--- config.mk ---
export PLATFORM = sky130hd
export DESIGN_NAME = fp_issue_ctrl_flat
export DESIGN_NICKNAME = d
export VERILOG_FILES = /design/src/rtl/fp_issue_ctrl_if.sv /design/src/rtl/fp_issue_ctrl.sv /design/src/flat_wrapper.sv
export SDC_FILE = /design/constraint.sdc
export NUM_CORES = 1
export LEC_CHECK = 0
export CORE_ASPECT_RATIO = 1.5
export CORE_UTILIZATION = 33
export DETAILED_ROUTE_END_ITERATION = 12
export GPL_TIMING_DRIVEN = 0
export PLACE_DENSITY = 0.64
export SYNTH_ARGS = -nofsm -noshare
export SYNTH_HDL_FRONTEND = slang
export SYNTH_SLANG_ARGS = --single-unit
export TNS_END_PERCENT = 10
--- constraint.sdc ---
create_clock -name clk_i -period 6.1 [get_ports clk_i]
set_input_delay 1.22 -clock clk_i [delete_from_list [all_inputs] [get_ports clk_i]]
set_output_delay 1.22 -clock clk_i [all_outputs]
set_load 0.02 [all_outputs]
--- src/rtl/fp_issue_ctrl_if.sv ---
// fp_issue_ctrl_if: issue, FPU handshake and writeback signals of the FP issue controller
interface fp_issue_ctrl_if;
  logic        issue_valid_i;
  logic        issue_ready_o;
  logic [14:0] rs_addr_i;
  logic [2:0]  rs_used_i;
  logic [4:0]  rd_addr_i;
  logic        rd_fp_i;
  logic        fpu_in_valid_o;
  logic        fpu_in_ready_i;
  logic        fpu_out_valid_i;
  logic [31:0] fpu_result_i;
  logic        flush_i;
  logic        fpu_flush_o;
  logic        wb_valid_o;
  logic        wb_fp_o;
  logic [4:0]  wb_rd_o;
  logic [31:0] wb_data_o;
  logic        stall_o;
  logic        busy_o;
  logic [31:0] pending_o;
  logic        err_o;
  modport master (
    output issue_valid_i, rs_addr_i, rs_used_i, rd_addr_i, rd_fp_i, fpu_in_ready_i,
           fpu_out_valid_i, fpu_result_i, flush_i,
    input  issue_ready_o, fpu_in_valid_o, fpu_flush_o, wb_valid_o, wb_fp_o, wb_rd_o,
           wb_data_o, stall_o, busy_o, pending_o, err_o
  );
  modport slave (
    input  issue_valid_i, rs_addr_i, rs_used_i, rd_addr_i, rd_fp_i, fpu_in_ready_i,
           fpu_out_valid_i, fpu_result_i, flush_i,
    output issue_ready_o, fpu_in_valid_o, fpu_flush_o, wb_valid_o, wb_fp_o, wb_rd_o,
           wb_data_o, stall_o, busy_o, pending_o, err_o
  );
endinterface

--- src/rtl/fp_issue_ctrl.sv ---
// fp_issue_ctrl: FPU issue gating, FP scoreboard, in-order tag FIFO and registered writeback
module fp_issue_ctrl #(
  parameter int DEPTH = 4
) (
  input logic          clk_i,
  input logic          rst_i,
  fp_issue_ctrl_if.slave bus
);
  localparam int AW = $clog2(DEPTH);
  localparam int CW = AW + 1;
  typedef enum logic [1:0] {IDLE, BUSY, FLUSH} state_t;
  state_t          state, state_n;
  logic [CW-1:0]   count, count_n;
  logic [AW-1:0]   wr_ptr, rd_ptr;
  logic [5:0]      fifo [DEPTH];
  logic [31:0]     pending, set_mask, clr_mask;
  logic            hazard, active, can_issue, accept, pop;
  assign hazard = (bus.rs_used_i[0] & pending[bus.rs_addr_i[4:0]])
                | (bus.rs_used_i[1] & pending[bus.rs_addr_i[9:5]])
                | (bus.rs_used_i[2] & pending[bus.rs_addr_i[14:10]])
                | (bus.rd_fp_i & pending[bus.rd_addr_i]);
  assign active         = ~bus.flush_i & (state != FLUSH);
  assign can_issue      = bus.issue_valid_i & ~hazard & (count < CW'(DEPTH)) & active;
  assign accept         = can_issue & bus.fpu_in_ready_i;
  assign pop            = bus.fpu_out_valid_i & (count != '0) & active;
  assign bus.fpu_in_valid_o = can_issue;
  assign bus.issue_ready_o  = accept;
  assign bus.stall_o        = bus.issue_valid_i & ~accept;
  assign bus.fpu_flush_o    = bus.flush_i;
  assign bus.busy_o         = (count != '0) | bus.wb_valid_o;
  assign bus.pending_o      = pending;
  // next state, occupancy and scoreboard set/clear masks
  always_comb begin
    count_n  = count + CW'(accept) - CW'(pop);
    set_mask = (accept & bus.rd_fp_i) ? 32'd1 << bus.rd_addr_i : '0;
    clr_mask = (bus.wb_valid_o & bus.wb_fp_o) ? 32'd1 << bus.wb_rd_o : '0;
    state_n  = bus.flush_i ? FLUSH :
               state == FLUSH ? IDLE :
               accept ? BUSY :
               count_n == '0 ? IDLE : state;
  end
  // state register
  always_ff @(posedge clk_i) begin
    if (rst_i) state <= IDLE;
    else state <= state_n;
  end
  // tag storage; pointers live with the rest of the control state
  always_ff @(posedge clk_i) begin
    if (accept) fifo[wr_ptr] <= {bus.rd_fp_i, bus.rd_addr_i};
  end
  // occupancy, pointers, scoreboard, writeback strobe and sticky error
  always_ff @(posedge clk_i) begin
    if (rst_i) begin
      count         <= '0;
      wr_ptr        <= '0;
      rd_ptr        <= '0;
      pending       <= '0;
      bus.wb_valid_o <= 1'b0;
      bus.wb_fp_o   <= 1'b0;
      bus.wb_rd_o   <= '0;
      bus.wb_data_o <= '0;
      bus.err_o     <= 1'b0;
    end else begin
      bus.wb_valid_o <= pop;
      bus.err_o      <= bus.err_o | (bus.fpu_out_valid_i & (count == '0) & active);
      if (pop) begin
        bus.wb_fp_o   <= fifo[rd_ptr][5];
        bus.wb_rd_o   <= fifo[rd_ptr][4:0];
        bus.wb_data_o <= bus.fpu_result_i;
      end
      if (bus.flush_i) begin
        count   <= '0;
        wr_ptr  <= '0;
        rd_ptr  <= '0;
        pending <= '0;
      end else begin
        count   <= count_n;
        wr_ptr  <= wr_ptr + AW'(accept);
        rd_ptr  <= rd_ptr + AW'(pop);
        pending <= (pending & ~clr_mask) | set_mask;
      end
    end
  end
endmodule

--- src/flat_wrapper.sv ---
// flat-port wrapper written by rule: the top's interface ports become plain ports
module fp_issue_ctrl_flat 
#(
  parameter int DEPTH = 4
)
  (clk_i, rst_i, bus_issue_valid_i, bus_rs_addr_i, bus_rs_used_i, bus_rd_addr_i, bus_rd_fp_i, bus_fpu_in_ready_i, bus_fpu_out_valid_i, bus_fpu_result_i, bus_flush_i, bus_issue_ready_o, bus_fpu_in_valid_o, bus_fpu_flush_o, bus_wb_valid_o, bus_wb_fp_o, bus_wb_rd_o, bus_wb_data_o, bus_stall_o, bus_busy_o, bus_pending_o, bus_err_o);
  fp_issue_ctrl_if bus_i ();
  input logic clk_i;
  input logic rst_i;
  input wire logic [$bits(bus_i.issue_valid_i)-1:0] bus_issue_valid_i;
  input wire logic [$bits(bus_i.rs_addr_i)-1:0] bus_rs_addr_i;
  input wire logic [$bits(bus_i.rs_used_i)-1:0] bus_rs_used_i;
  input wire logic [$bits(bus_i.rd_addr_i)-1:0] bus_rd_addr_i;
  input wire logic [$bits(bus_i.rd_fp_i)-1:0] bus_rd_fp_i;
  input wire logic [$bits(bus_i.fpu_in_ready_i)-1:0] bus_fpu_in_ready_i;
  input wire logic [$bits(bus_i.fpu_out_valid_i)-1:0] bus_fpu_out_valid_i;
  input wire logic [$bits(bus_i.fpu_result_i)-1:0] bus_fpu_result_i;
  input wire logic [$bits(bus_i.flush_i)-1:0] bus_flush_i;
  output wire logic [$bits(bus_i.issue_ready_o)-1:0] bus_issue_ready_o;
  output wire logic [$bits(bus_i.fpu_in_valid_o)-1:0] bus_fpu_in_valid_o;
  output wire logic [$bits(bus_i.fpu_flush_o)-1:0] bus_fpu_flush_o;
  output wire logic [$bits(bus_i.wb_valid_o)-1:0] bus_wb_valid_o;
  output wire logic [$bits(bus_i.wb_fp_o)-1:0] bus_wb_fp_o;
  output wire logic [$bits(bus_i.wb_rd_o)-1:0] bus_wb_rd_o;
  output wire logic [$bits(bus_i.wb_data_o)-1:0] bus_wb_data_o;
  output wire logic [$bits(bus_i.stall_o)-1:0] bus_stall_o;
  output wire logic [$bits(bus_i.busy_o)-1:0] bus_busy_o;
  output wire logic [$bits(bus_i.pending_o)-1:0] bus_pending_o;
  output wire logic [$bits(bus_i.err_o)-1:0] bus_err_o;
  assign bus_i.issue_valid_i = bus_issue_valid_i;
  assign bus_i.rs_addr_i = bus_rs_addr_i;
  assign bus_i.rs_used_i = bus_rs_used_i;
  assign bus_i.rd_addr_i = bus_rd_addr_i;
  assign bus_i.rd_fp_i = bus_rd_fp_i;
  assign bus_i.fpu_in_ready_i = bus_fpu_in_ready_i;
  assign bus_i.fpu_out_valid_i = bus_fpu_out_valid_i;
  assign bus_i.fpu_result_i = bus_fpu_result_i;
  assign bus_i.flush_i = bus_flush_i;
  assign bus_issue_ready_o = bus_i.issue_ready_o;
  assign bus_fpu_in_valid_o = bus_i.fpu_in_valid_o;
  assign bus_fpu_flush_o = bus_i.fpu_flush_o;
  assign bus_wb_valid_o = bus_i.wb_valid_o;
  assign bus_wb_fp_o = bus_i.wb_fp_o;
  assign bus_wb_rd_o = bus_i.wb_rd_o;
  assign bus_wb_data_o = bus_i.wb_data_o;
  assign bus_stall_o = bus_i.stall_o;
  assign bus_busy_o = bus_i.busy_o;
  assign bus_pending_o = bus_i.pending_o;
  assign bus_err_o = bus_i.err_o;
  fp_issue_ctrl #(.DEPTH(DEPTH)) u_core (.clk_i(clk_i), .rst_i(rst_i), .bus(bus_i));
endmodule
# After elaboration in Yosys (flattened, before gate mapping)
# Memory sizes are Yosys's and may differ from the RTL's. A register that Yosys moved wholly into a read port is not among the register bits.
# Index checks and enable logic that the tools add are counted.
# W data, S select, Z words.
# totals
reg_bits,75
mem_bits_rw,24
inputBits,62
out_inout_bits,77
word_cells,73
n_memories,1
# mem_list
name,words,width,read_ports,rd_ports_with_merged_regs,write_ports,line,rtl
u_core.fifo,4,6,1,1,1,fp_issue_ctrl.sv:15,logic [5:0] fifo [DEPTH];
# op_classes
add_sub_neg,4
n_lt_le_gt_ge,5
n_eq_ne,2
shifts,2
mux,16
bitwise_logic,27
n_reduce_logical,7
# op_table
operator,n
$mux W32,2
$shl A1 B5 Y32 const A,2
$and A32 B32 Y32,1
$not A32 Y32,1
$or A32 B32 Y32,1
$lt A5 B6 Y1 const B,4
$bmux W1 S5,4
$and A1 B1 Y1,16
$mux W2,4
$logic_not A3 Y1,2
$mux W1,6
$or A1 B1 Y1,5
$add A2 B1 Y2,2
$reduce_bool A4 Y1,1
$add A3 B1 Y3,1
$lt A3 B3 Y1 const B,1
$not A1 Y1,3
$reduce_bool A3 Y1,1
$reduce_or A3 Y1,1
$sub A3 B1 Y3,1
$eq A2 B2 Y1 const B,1
$ne A2 B2 Y1 const B,1
$reduce_bool A2 Y1,1
$reduce_or A2 Y1,1

# Logic depth before layout (Yosys ltp)
# Gate-level depths: netlist (run 1).
# logic_depth
ltp_word,18
depth_mapped,19
ltp_nobuf,16

# Worst setup path before layout (run 1)
# OpenSTA, ideal clock, no wires.
# synth_timing
kind,input to register
start,input bus_rs_addr_i[1]
end,register u_core.state[0]
setup_ps,86
t_arrival_ps,4726
t_required_ps,6014
path_slack_ps,1288
stages,17
n_path_buf,2
path_cell_list,buf_2 -> mux4_2 -> mux4_2 -> mux2_2 -> a221oi_2 -> nand2_1 -> clkbuf_1 -> ha_1 -> inv_1 -> ha_1 -> inv_1 -> fa_1 -> xor2_1 -> xnor2_1 -> nand3b_1 -> nand2_1 -> a211oi_1
# synth_between
elab_chain_len,15
word_cells_on_any_way,16
cone_classes,2 x add/sub; 3 x mux; 9 x bitwise; 2 x reduce/logical
# synth_rtl
element,line,rtl
"start, declared",flat_wrapper.sv:11,input wire logic [$bits(bus_i.rs_addr_i)-1:0] bus_rs_addr_i;
$bmux W1 S5 *,fp_issue_ctrl.sv:18,assign hazard = (bus.rs_used_i[0] & pending[bus.rs_addr_i[4:0]])
$mux W1 (not written as such) *,fp_issue_ctrl.sv:18,
$and A1 B1 Y1 *,fp_issue_ctrl.sv:18,
$or A1 B1 Y1 *,fp_issue_ctrl.sv:19,| (bus.rs_used_i[1] & pending[bus.rs_addr_i[9:5]])
$or A1 B1 Y1 *,fp_issue_ctrl.sv:20,| (bus.rs_used_i[2] & pending[bus.rs_addr_i[14:10]])
$or A1 B1 Y1 *,fp_issue_ctrl.sv:21,| (bus.rd_fp_i & pending[bus.rd_addr_i]);
$not A1 Y1 *,fp_issue_ctrl.sv:23,assign can_issue = bus.issue_valid_i & ~hazard & (count < CW'(DEPTH)) & active;
$and A1 B1 Y1 * (3 in a row),fp_issue_ctrl.sv:23,
$and A1 B1 Y1 *,fp_issue_ctrl.sv:24,assign accept = can_issue & bus.fpu_in_ready_i;
$add A3 B1 Y3,fp_issue_ctrl.sv:34,count_n = count + CW'(accept) - CW'(pop);
$sub A3 B1 Y3,fp_issue_ctrl.sv:34,
$logic_not A3 Y1,fp_issue_ctrl.sv:40,count_n == '0 ? IDLE : state;
$reduce_bool A2 Y1 (no line),n/a,
"end signal, assigned",fp_issue_ctrl.sv:45,else state <= state_n;
"end, declared",fp_issue_ctrl.sv:12,"state_t state, state_n;"
# Mark *: on every way between the ends. The rest lies on a longest branch, timed or not. The select of a mux whose other input is x is not followed.
# A chain may end at the register's enable or synchronous reset.

# Final worst setup path (run 1)
# layout_timing
start,input bus_rs_addr_i[2]
end,output bus_issue_ready_o
# layout_between
elab_chain_len,11
# layout_rtl
element,line,rtl
$bmux W1 S5,fp_issue_ctrl.sv:18,
$mux W1 (not written as such),fp_issue_ctrl.sv:18,
$and A1 B1 Y1,fp_issue_ctrl.sv:18,
$or A1 B1 Y1,fp_issue_ctrl.sv:19,
$or A1 B1 Y1,fp_issue_ctrl.sv:20,
$or A1 B1 Y1,fp_issue_ctrl.sv:21,
$not A1 Y1,fp_issue_ctrl.sv:23,
$and A1 B1 Y1 (3 in a row),fp_issue_ctrl.sv:23,
$and A1 B1 Y1,fp_issue_ctrl.sv:24,
"end, declared",flat_wrapper.sv:19,output wire logic [$bits(bus_i.issue_ready_o)-1:0] bus_issue_ready_o;
# No other way between the ends. The select of a mux whose other input is x is not followed.

==> flow_metrics.py, run 1 <==
metrics = {
    "outcome": {
        "status": "finished, final reports clean",
    },
    "setup_path": {
        "reg2reg_slack_ps": 1960,
        "worstPathArrival_ps": 4720,
        "rr_endpoint": "u_core.state[0]",
        "cp_max_fo": 10,
        "critPathRequiredTime_ps": 4880,
        "crit_start": "bus_rs_addr_i[2]",
        "critPathCaptureType": "primary output",
        "reg2reg_depth": 16,
        "critPathKind": "in -> out",
        "r2r-start": "u_core.bus.pending_o[31]",
        "start_kind": "input pin",
    },
    "layout": {
        "final_common_cell": "clkdlybuf4s50_1",
        "fin_util": 0.4634,
        "layout_common_cells": "clkdlybuf4s50_1 (127), nand2_1 (113), dfxtp_1 (81)",
        "area_growth_pct": 35.57,
        "final_nets": 721,
        "diodes": 0,
        "drive_gt1_frac": 0.1032,
    },
    "synth": {
        "synth_top_area_share": 0.3119,
        "yosysTopAreaCell": "dfxtp_1",
        "synth_area_sq_mm": 0.005199,
        "mappedNetlistNets": 583,
        "yosys_warnings": 0,
        "avgSynthCellArea_sq_um": 10.08,
        "synth_enable_flop_cells": 24,
        "synthesis.instances": 516,
        "synth-async-reset-ratio": 0,
        "synth_top_flop_cell": "dfxtp_1",
        "synthTopCellsByArea": "dfxtp_1 (31%), mux4_2 (16%), edfxtp_1 (14%), nand2_1 (8.2%), o31ai_1 (4.6%)",
        "synth.distinct_cells": 42,
        "ys_ff_latch": 105,
        "ys_seq_area_frac": 0.4505,
    },
    "die": {
        "die_h_um": 155.7,
        "die_area_sq_mm": 0.01627,
        "dieWidth_um": 104.5,
        "initial_utilization": 0.3418,
        "io_pins": 139,
        "core_sq_mm": 0.01521,
        "fp-row-count": 55,
    },
    "routing": {
        "drtAntennaViolNets": 0,
        "drc": 0,
        "drtIter0Drc": 329,
        "vias": 4653,
        "wl_mm": 16.34,
        "viasPerCell": 5.423,
        "drt_pass1_iterations": 5,
        "wl_per_cell_um": 19.04,
    },
    "worst_hold_path": {
        "holdCritPathClass": "reg -> reg",
        "hold_depth": 2,
        "worstHoldStart": "u_core.bus.wb_data_o[16]",
        "min_to": "u_core.bus.wb_data_o[16]",
    },
    "power_and_ir_drop": {
        "p_sw_mw": 0.3274,
        "power_frac_clock": 0.415,
        "sw_frac_of_total": 0.2297,
        "pwr-share-comb": 0.083,
        "irDropWorstVdd_mv": 0.1640,
        "p_int_mw": 1.098,
        "leakage_nw": 2.308,
        "pwr-share-seq": 0.502,
        "p_per_area_mw_per_mm2": 202.2,
    },
    "sta": {
        "hold_viol": 0,
        "maxClockFrequency_ghz": 0.1684,
        "rsz0062_at_grt": "no",
        "setup_viol": 0,
        "skew_ps": 10.00,
        "finalCriticalPeriod_ps": 5939,
        "finalMaxSlewViolations": 0,
        "hold_slack_ps": 456.2,
        "tightest_slew_ps": 1051,
        "slew_headroom": 0.2979,
        "fin_crit_sh": 0.9737,
        "finalSetupTns_ps": 0,
    },
    "cts": {
        "cts_buffer_depth": 2,
        "cts_inserted_buffers": 9,
        "clk_pin_slew_ps": 80,
        "post_cts_buffers": 0,
        "clkSinkCount": 105,
        "cts_tree": "built",
        "clock_latency_ps": 350,
        "ctsHoldBuffers": 0,
        "cts-htree-levels": 3,
        "root_buffer": "clkbuf_16",
    },
    "global_routing": {
        "grt_pass1_wl_mm": 25.41,
        "antenna_found_initial": 0,
        "grt_max_degree": 20,
        "grt.overflow.total": 0,
        "first_global_vias": 4750,
        "grt.total_usage": 0.2042,
    },
    "flow_run": {
        "maxCapViolCount": 0,
    },
    "placement": {
        "place.gp.congestion": 0.9643,
        "io_buffers": 129,
        "hpwl_mm": 12.77,
    },
}
power groups by stage:
| stage | sequential (mW) | clock (mW) | combinational [mW] |
|---|---|---|---|
| finish | 0.715 | 0.592 | 0.118 |
| global route | 0.715 | 0.633 | 0.127 |
| CTS | 0.715 | 0.606 | 0.118 |
| detailed placement | 0.731 | 0 | 0.118 |
| global placement | 0.731 | 0 | 0.117 |
| floorplan | 0.733 | 0 | 0.0543 |
cells in the mapped netlist (2+ instances only):
library cell,number
buf_2,3
and2_1,5
mux2i_1,13
nand3b_1,7
or2_2,2
ha_1,4
o311ai_0,3
nand2_1,113
clkbuf_1,34
buf_1,6
xnor2_1,3
dfxtp_1,81
mux2_2,4
mux4_2,38
nor2b_1,11
a31oi_1,2
nand3_1,43
edfxtp_1,24
a21oi_1,38
nor3_1,4
or3_1,2
o31ai_1,32
inv_1,7
nor2_1,14
nand2b_1,2
nor3b_1,5
how the worst max path moves through the flow:
stage	to	cells past startpoint
2_1_floorplan	u_core.state[0]	17
3_3_place_gp	bus_stall_o	12
3_5_place_dp	bus_stall_o	12
4_1_cts	bus_stall_o	11
5_1_grt	bus_issue_ready_o	9
6_report	bus_issue_ready_o	9
cell families after synthesis:
family | share of synthesized area
AND/OR/NAND/NOR | 0.1870
AO/OA/AOI/OAI | 0.1035
buffers and inverters | 0.04043
adder cells (fa/ha/maj) | 0.01348
flip-flops | 0.4505
XOR/XNOR | 0.006740
multiplexers | 0.1983
through the flow:
step / setup WS, ps / power [mW] / instances / instance area, sq um
6_report: 160.5 / 1.425 / 858 / 7048
5_1_grt: 22.31 / 1.475 / 858 / 7048
4_1_cts: 48.93 / 1.440 / 858 / 7042
3_5_place_dp: -265.3 / 0.8490 / 844 / 6739
3_3_place_gp: -176.2 / 0.8475 / 844 / 6739
2_1_floorplan: 1288 / 0.7870 / 516 / 5199
state kept, by name, indices dropped and copies added, names as in the netlist, 2 cells and up:
signal                cells
u_core.bus.pending_o     32
u_core.bus.wb_data_o     32
u_core.bus.wb_rd_o        5
u_core.count              3
u_core.fifo              24
u_core.rd_ptr             2
u_core.state              2
u_core.wr_ptr             2
worst max-delay path, stage by stage:
cell             delay (ps)
clkdlybuf4s50_1         640
mux4_2                  550
mux4_2                  490
mux2_2                  290
a221oi_2                290
nand2_1                 170
buf_2                   230
inv_1                   190
clkdlybuf4s50_1         650
layer usage:
layer	GRT usage	routed length (um)
met5	0	0
met4	0.1163	774
met3	0.04052	1203
met2	0.3702	8329
met1	0.2203	6027
area by class of cell:
cell class	count	area (sq um)
plain buffers	43	178.9
clock buffers	9	225.2
clock inverters	7	83.83
fillers	1425	8160
inverters	7	26.28
multi-input cells	359	2646
flip-flops and latches	105	2342
well taps	199	249.0
repair buffers	129	1296
what timing repair did:
action,4_1_cts,5_1_grt
endpoints found under the setup margin,2,2
endpoints found under the hold margin,0,0
cloned,0,0
gates resized for setup,1,4
(Power assumes the default switching activity.)
==> run 2: changes to the inputs <==
--- a/config.mk
+++ b/config.mk
@@ -5,6 +5,7 @@
 export SDC_FILE = /design/constraint.sdc
 export NUM_CORES = 1
 export LEC_CHECK = 0
+export CAP_MARGIN = 20
 export CORE_ASPECT_RATIO = 1.5
 export CORE_UTILIZATION = 33
 export DETAILED_ROUTE_END_ITERATION = 12
==> constraint.sdc (replaced) <==
create_clock -name clk_i -period 6.1 [get_ports clk_i]
set_input_delay 0.915 -clock clk_i [delete_from_list [all_inputs] [get_ports clk_i]]
set_output_delay 0.915 -clock clk_i [all_outputs]
set_load 0.02 [all_outputs]
==> flow_metrics.py, run 2 (synthesis results as in run 1) <==
metrics = {
    "setup_path": {
        "critPathKind": "in -> out",
        "crit_top_cell": "clkbuf_1",
        "cp_cell_sequence": "clkdlybuf4s50_1 > clkbuf_1 > clkbuf_1 > mux2i_1 > nand3_1 > a41oi_1 > o311ai_0 > a221oi_2 > nand2_1 > clkbuf_1 > and2_1 > clkdlybuf4s50_1",
        "cp_top_family": "buffers and inverters",
        "worstPathArrival_ps": 4900,
        "critPathCaptureType": "primary output",
        "path_buf_inv": 5,
        "cp_slowest_cell": "clkdlybuf4s50_1",
        "slowest_delay_ps": 630,
        "start_kind": "input pin",
        "critPathRequiredTime_ps": 5180,
        "cp_max_fo": 10,
    },
    "routing": {
        "viasPerCell": 5.463,
        "drtIter0Drc": 315,
        "drc": 0,
        "drt_pass1_iterations": 5,
        "vias": 4698,
        "wl_per_cell_um": 19.04,
        "drtAntennaViolNets": 0,
        "wl_mm": 16.38,
    },
    "sta": {
        "slew_headroom": 0.3134,
        "finalSetupTns_ps": 0,
        "hold_viol": 0,
        "skew_ps": 10.99,
        "tightest_slew_ps": 1028,
        "fin_crit_sh": 0.9540,
        "maxClockFrequency_ghz": 0.1718,
        "finalCriticalPeriod_ps": 5820,
        "setup_viol": 0,
        "rsz0062_at_grt": "no",
        "finalMaxSlewViolations": 0,
    },
    "die": {
        "die_area_sq_mm": 0.01627,
        "die_h_um": 155.7,
        "io_pins": 139,
        "initial_utilization": 0.3418,
        "dieWidth_um": 104.5,
        "fp-row-count": 55,
        "core_sq_mm": 0.01521,
    },
    "cts": {
        "cts_tree": "built",
        "clk_pin_slew_ps": 80,
        "cts_resized": 0,
        "ctsHoldBuffers": 0,
        "cts_buffer_depth": 2,
        "cts_inserted_buffers": 9,
        "cts-htree-levels": 3,
        "post_cts_buffers": 0,
        "clkSinkCount": 105,
        "clock_latency_ps": 350,
        "root_buffer": "clkbuf_16",
    },
    "placement": {
        "io_buffers": 129,
        "dpl-instance-area_sq_mm": 0.006739,
        "hpwl_mm": 12.77,
        "place.gp.congestion": 0.9643,
    },
    "layout": {
        "drive_gt1_frac": 0.09985,
        "multi_input_area_sq_mm": 0.002646,
        "final-seq-area_sq_mm": 0.002342,
        "area_growth_pct": 35.57,
        "final_nets": 723,
        "layout_common_cells": "clkdlybuf4s50_1 (129), nand2_1 (113), dfxtp_1 (81)",
        "fin_area_sq_mm": 0.007048,
        "num-fill-cells": 1425,
        "diodes": 0,
        "final_common_cell": "clkdlybuf4s50_1",
    },
    "power_and_ir_drop": {
        "leakage_nw": 2.286,
        "p_per_area_mw_per_mm2": 202.5,
        "irDropWorstVdd_mv": 0.1655,
        "total_power_mw": 1.427,
    },
    "outcome": {
        "status": "finished, final reports clean",
    },
    "global_routing": {
        "grt.overflow.total": 0,
        "first_global_vias": 4764,
        "antenna_found_initial": 0,
        "grt.total_usage": 0.2042,
        "grt_pass1_wl_mm": 25.43,
        "grt_max_degree": 20,
    },
    "worst_hold_path": {
        "holdCritPathClass": "reg -> reg",
    },
    "flow_run": {
        "maxCapViolCount": 0,
    },
}
-- run 2: cell count changes in the layout (fill, tap and decap cells not counted), sizes merged --
cell           before  now
clkbuf             41   43
clkdlybuf4s50     127  129
dlymetal6s2s        2    0
-- run 2: layout make-up --
class / instances / share of cell area
Sequential cell: 105 / 0.3323
Inverter: 7 / 0.003728
Timing Repair Buffer: 129 / 0.1832
Buffer: 45 / 0.02610
Multi-Input combinational cell: 359 / 0.3755
Clock inverter: 7 / 0.01189
Clock buffer: 9 / 0.03195
Tap cell: 199 / 0.03533
-- run 2: worst paths after layout --
kind,startpoint,endpoint,slack (ps),cells past startpoint
min reg2reg,u_core.bus.wb_data_o[16],u_core.bus.wb_data_o[16],460,2
min,u_core.bus.wb_data_o[16],u_core.bus.wb_data_o[16],460,2
max reg2reg,u_core.bus.pending_o[31],u_core.state[0],1870,16
max,bus_rd_addr_i[1],bus_stall_o,280,12
-- run 2: layer usage --
layer / GRT usage / vias to the layer above / routed length [um]
met3: 0.04052 / 42 / 1265
met2: 0.3696 / 286 / 8385
met1: 0.2203 / 2214 / 6000
li1: - / 2156 / -
met5: 0 / - / 0
met4: 0.1177 / 0 / 727
-- run 2: worst min-delay path, cell delays in order, from the launching register on --
cell,delay [ps]
dfxtp_1,310
nand2_1,50
a21oi_1,50
-- run 2: through the flow --
step	hold WS (ps)	setup slack [ps]	instances	util
after global routing	479.5	111.4	860	0.4634
after floorplan	458.0	1593	516	-
final	456.3	280.3	860	0.4634
after detailed placement	447.0	322.1	844	0.4431
after global placement	442.0	433.8	844	0.4431
after CTS	457.3	340.8	860	0.4634
-- run 2: where the power goes --
| group | total [mW] | switching, mW | internal (mW) |
|---|---|---|---|
| logic | 0.118 | 0.0595 | 0.0589 |
| registers | 0.715 | 0.00189 | 0.713 |
| clock network | 0.594 | 0.268 | 0.326 |
| total | 1.43 | 0.329 | 1.10 |
==> run 3: changes to the inputs <==
--- a/config.mk
+++ b/config.mk
@@ -10,7 +10,9 @@
 export CORE_UTILIZATION = 33
 export DETAILED_ROUTE_END_ITERATION = 12
 export GPL_TIMING_DRIVEN = 0
+export MAX_ROUTING_LAYER = met4
 export PLACE_DENSITY = 0.64
+export SETUP_SLACK_MARGIN = 0.1
 export SYNTH_ARGS = -nofsm -noshare
 export SYNTH_HDL_FRONTEND = slang
 export SYNTH_SLANG_ARGS = --single-unit
==> flow_metrics.py, run 3 (synthesis results as in run 1) <==
metrics = {
    "global_routing": {
        "grt_pass1_wl_mm": 26.03,
        "first_global_vias": 4745,
        "grt_max_degree": 22,
        "antenna_found_initial": 0,
        "grt.total_usage": 0.2166,
        "grt.overflow.total": 0,
    },
    "setup_path": {
        "slowest_delay_ps": 620,
        "path_buf_inv": 5,
        "cp.depth": 12,
        "rr_endpoint": "u_core.state[0]",
        "worstPathArrival_ps": 4780,
        "critPathRequiredTime_ps": 5180,
        "reg2reg_slack_ps": 1720,
        "critPathKind": "in -> out",
        "cp_cell_sequence": "clkdlybuf4s50_1 > clkbuf_2 > clkbuf_1 > mux2i_1 > nand3b_1 > a41oi_1 > o311ai_0 > a221oi_2 > nand2_1 > clkbuf_1 > and2_1 > clkdlybuf4s50_1",
        "critPathCaptureType": "primary output",
        "start_kind": "input pin",
        "cp_slowest_cell": "clkdlybuf4s50_1",
        "reg2reg_depth": 16,
        "crit_path_end": "bus_stall_o",
        "crit_start": "bus_rd_addr_i[1]",
        "r2r-start": "u_core.bus.pending_o[7]",
        "cp_max_fo": 10,
        "cp_top_family": "buffers and inverters",
    },
    "flow_run": {
        "maxCapViolCount": 0,
    },
    "sta": {
        "layout_setup_ws_ps": 403.6,
        "rsz0062_at_grt": "no",
        "skew_ps": 10.29,
        "hold_viol": 0,
        "setup_viol": 0,
        "maxClockFrequency_ghz": 0.1755,
        "finalMaxSlewViolations": 0,
        "fin_crit_sh": 0.9338,
        "slew_headroom": 0.2801,
        "tightest_slew_ps": 1078,
        "hold_slack_ps": 454.3,
        "finalCriticalPeriod_ps": 5696,
        "finalSetupTns_ps": 0,
    },
    "power_and_ir_drop": {
        "leakage_nw": 2.289,
        "total_power_mw": 1.410,
        "sw_frac_of_total": 0.2455,
        "p_per_area_mw_per_mm2": 200.2,
        "pwr-share-comb": 0.085,
        "irDropWorstVdd_mv": 0.1371,
        "p_int_mw": 1.064,
        "power_frac_clock": 0.408,
        "p_sw_mw": 0.3462,
        "pwr-share-seq": 0.507,
    },
    "cts": {
        "clk_pin_slew_ps": 70,
        "ctsHoldBuffers": 0,
        "cts_inserted_buffers": 9,
        "root_buffer": "clkbuf_16",
        "clock_latency_ps": 350,
        "post_cts_buffers": 0,
        "cts_buffer_depth": 2,
        "cts-htree-levels": 3,
        "cts_resized": 0,
        "cts_tree": "built",
        "clkSinkCount": 105,
    },
    "layout": {
        "area_growth_pct": 35.50,
        "fin_util": 0.4632,
        "drive_gt1_frac": 0.1014,
        "num-fill-cells": 1418,
        "layout.cells.non_filler": 860,
        "layout_common_cells": "clkdlybuf4s50_1 (129), nand2_1 (113), dfxtp_1 (81)",
        "final_nets": 723,
        "final_common_cell": "clkdlybuf4s50_1",
        "fin_area_sq_mm": 0.007044,
        "diodes": 0,
    },
    "placement": {
        "place_inst": 844,
        "io_buffers": 129,
        "dpl-instance-area_sq_mm": 0.006739,
        "dpl_worst_slack_ps": 213.6,
        "place.gp.congestion": 0.9616,
        "hpwl_mm": 13.18,
    },
    "die": {
        "core_sq_mm": 0.01521,
        "fp-row-count": 55,
        "die_h_um": 155.7,
        "die_area_sq_mm": 0.01627,
        "io_pins": 139,
        "dieWidth_um": 104.5,
        "initial_utilization": 0.3418,
    },
    "routing": {
        "drc": 0,
        "vias": 4701,
        "wl_per_cell_um": 19.39,
        "wl_mm": 16.68,
        "drtAntennaViolNets": 0,
        "drtIter0Drc": 271,
        "drt_pass1_iterations": 5,
        "viasPerCell": 5.466,
    },
    "outcome": {
        "status": "finished, final reports clean",
    },
    "worst_hold_path": {
        "holdCritPathClass": "reg -> reg",
    },
}
## run 3: cell count changes in the layout (fill, tap and decap cells not counted), sizes merged
cell,previous run,this run
clkinv,1,3
clkinvlp,1,0
bufinv,1,0
## run 3: per-layer routing
metal	track usage	part of all wire
met5	-	0
met4	0.1034	0.037
met3	0.03926	0.065
met2	0.3923	0.53
met1	0.2256	0.37
## run 3: worst min path at each step
stage / start / slack, ps / end / cells past startpoint
finish: u_core.bus.wb_data_o[11] / 450 / u_core.bus.wb_data_o[11] / 2
global route: u_core.bus.wb_data_o[13] / 470 / u_core.bus.wb_data_o[13] / 2
CTS: u_core.bus.wb_data_o[23] / 460 / u_core.bus.wb_data_o[23] / 2
detailed placement: u_core.bus.wb_data_o[23] / 450 / u_core.bus.wb_data_o[23] / 2
global placement: u_core.bus.wb_data_o[13] / 440 / u_core.bus.wb_data_o[13] / 2
floorplan: u_core.state[0] / 460 / u_core.state[0] / 2
## run 3: power groups by stage
stage	logic, mW	clock network [mW]	registers (mW)
3_5_place_dp	0.119	0	0.731
2_1_floorplan	0.0543	0	0.733
3_3_place_gp	0.118	0	0.731
5_1_grt	0.129	0.619	0.715
6_report	0.119	0.576	0.715
4_1_cts	0.120	0.586	0.715
## run 3: final cells by class
type	count	area (sq um)	share of cell area
multi-input cells	359	2646	0.3757
flip-flops and latches	105	2342	0.3325
repair buffers	129	1291	0.1833
well taps	199	249.0	0.03535
clock buffers	9	225.2	0.03197
plain buffers	45	185.2	0.02629
clock inverters	7	78.83	0.01119
inverters	7	26.28	0.003730
## run 3: worst min-delay path: stages (launching register included)
cell and delay (ps):
dfxtp_1 310, nand2_1 50, a21oi_1 50
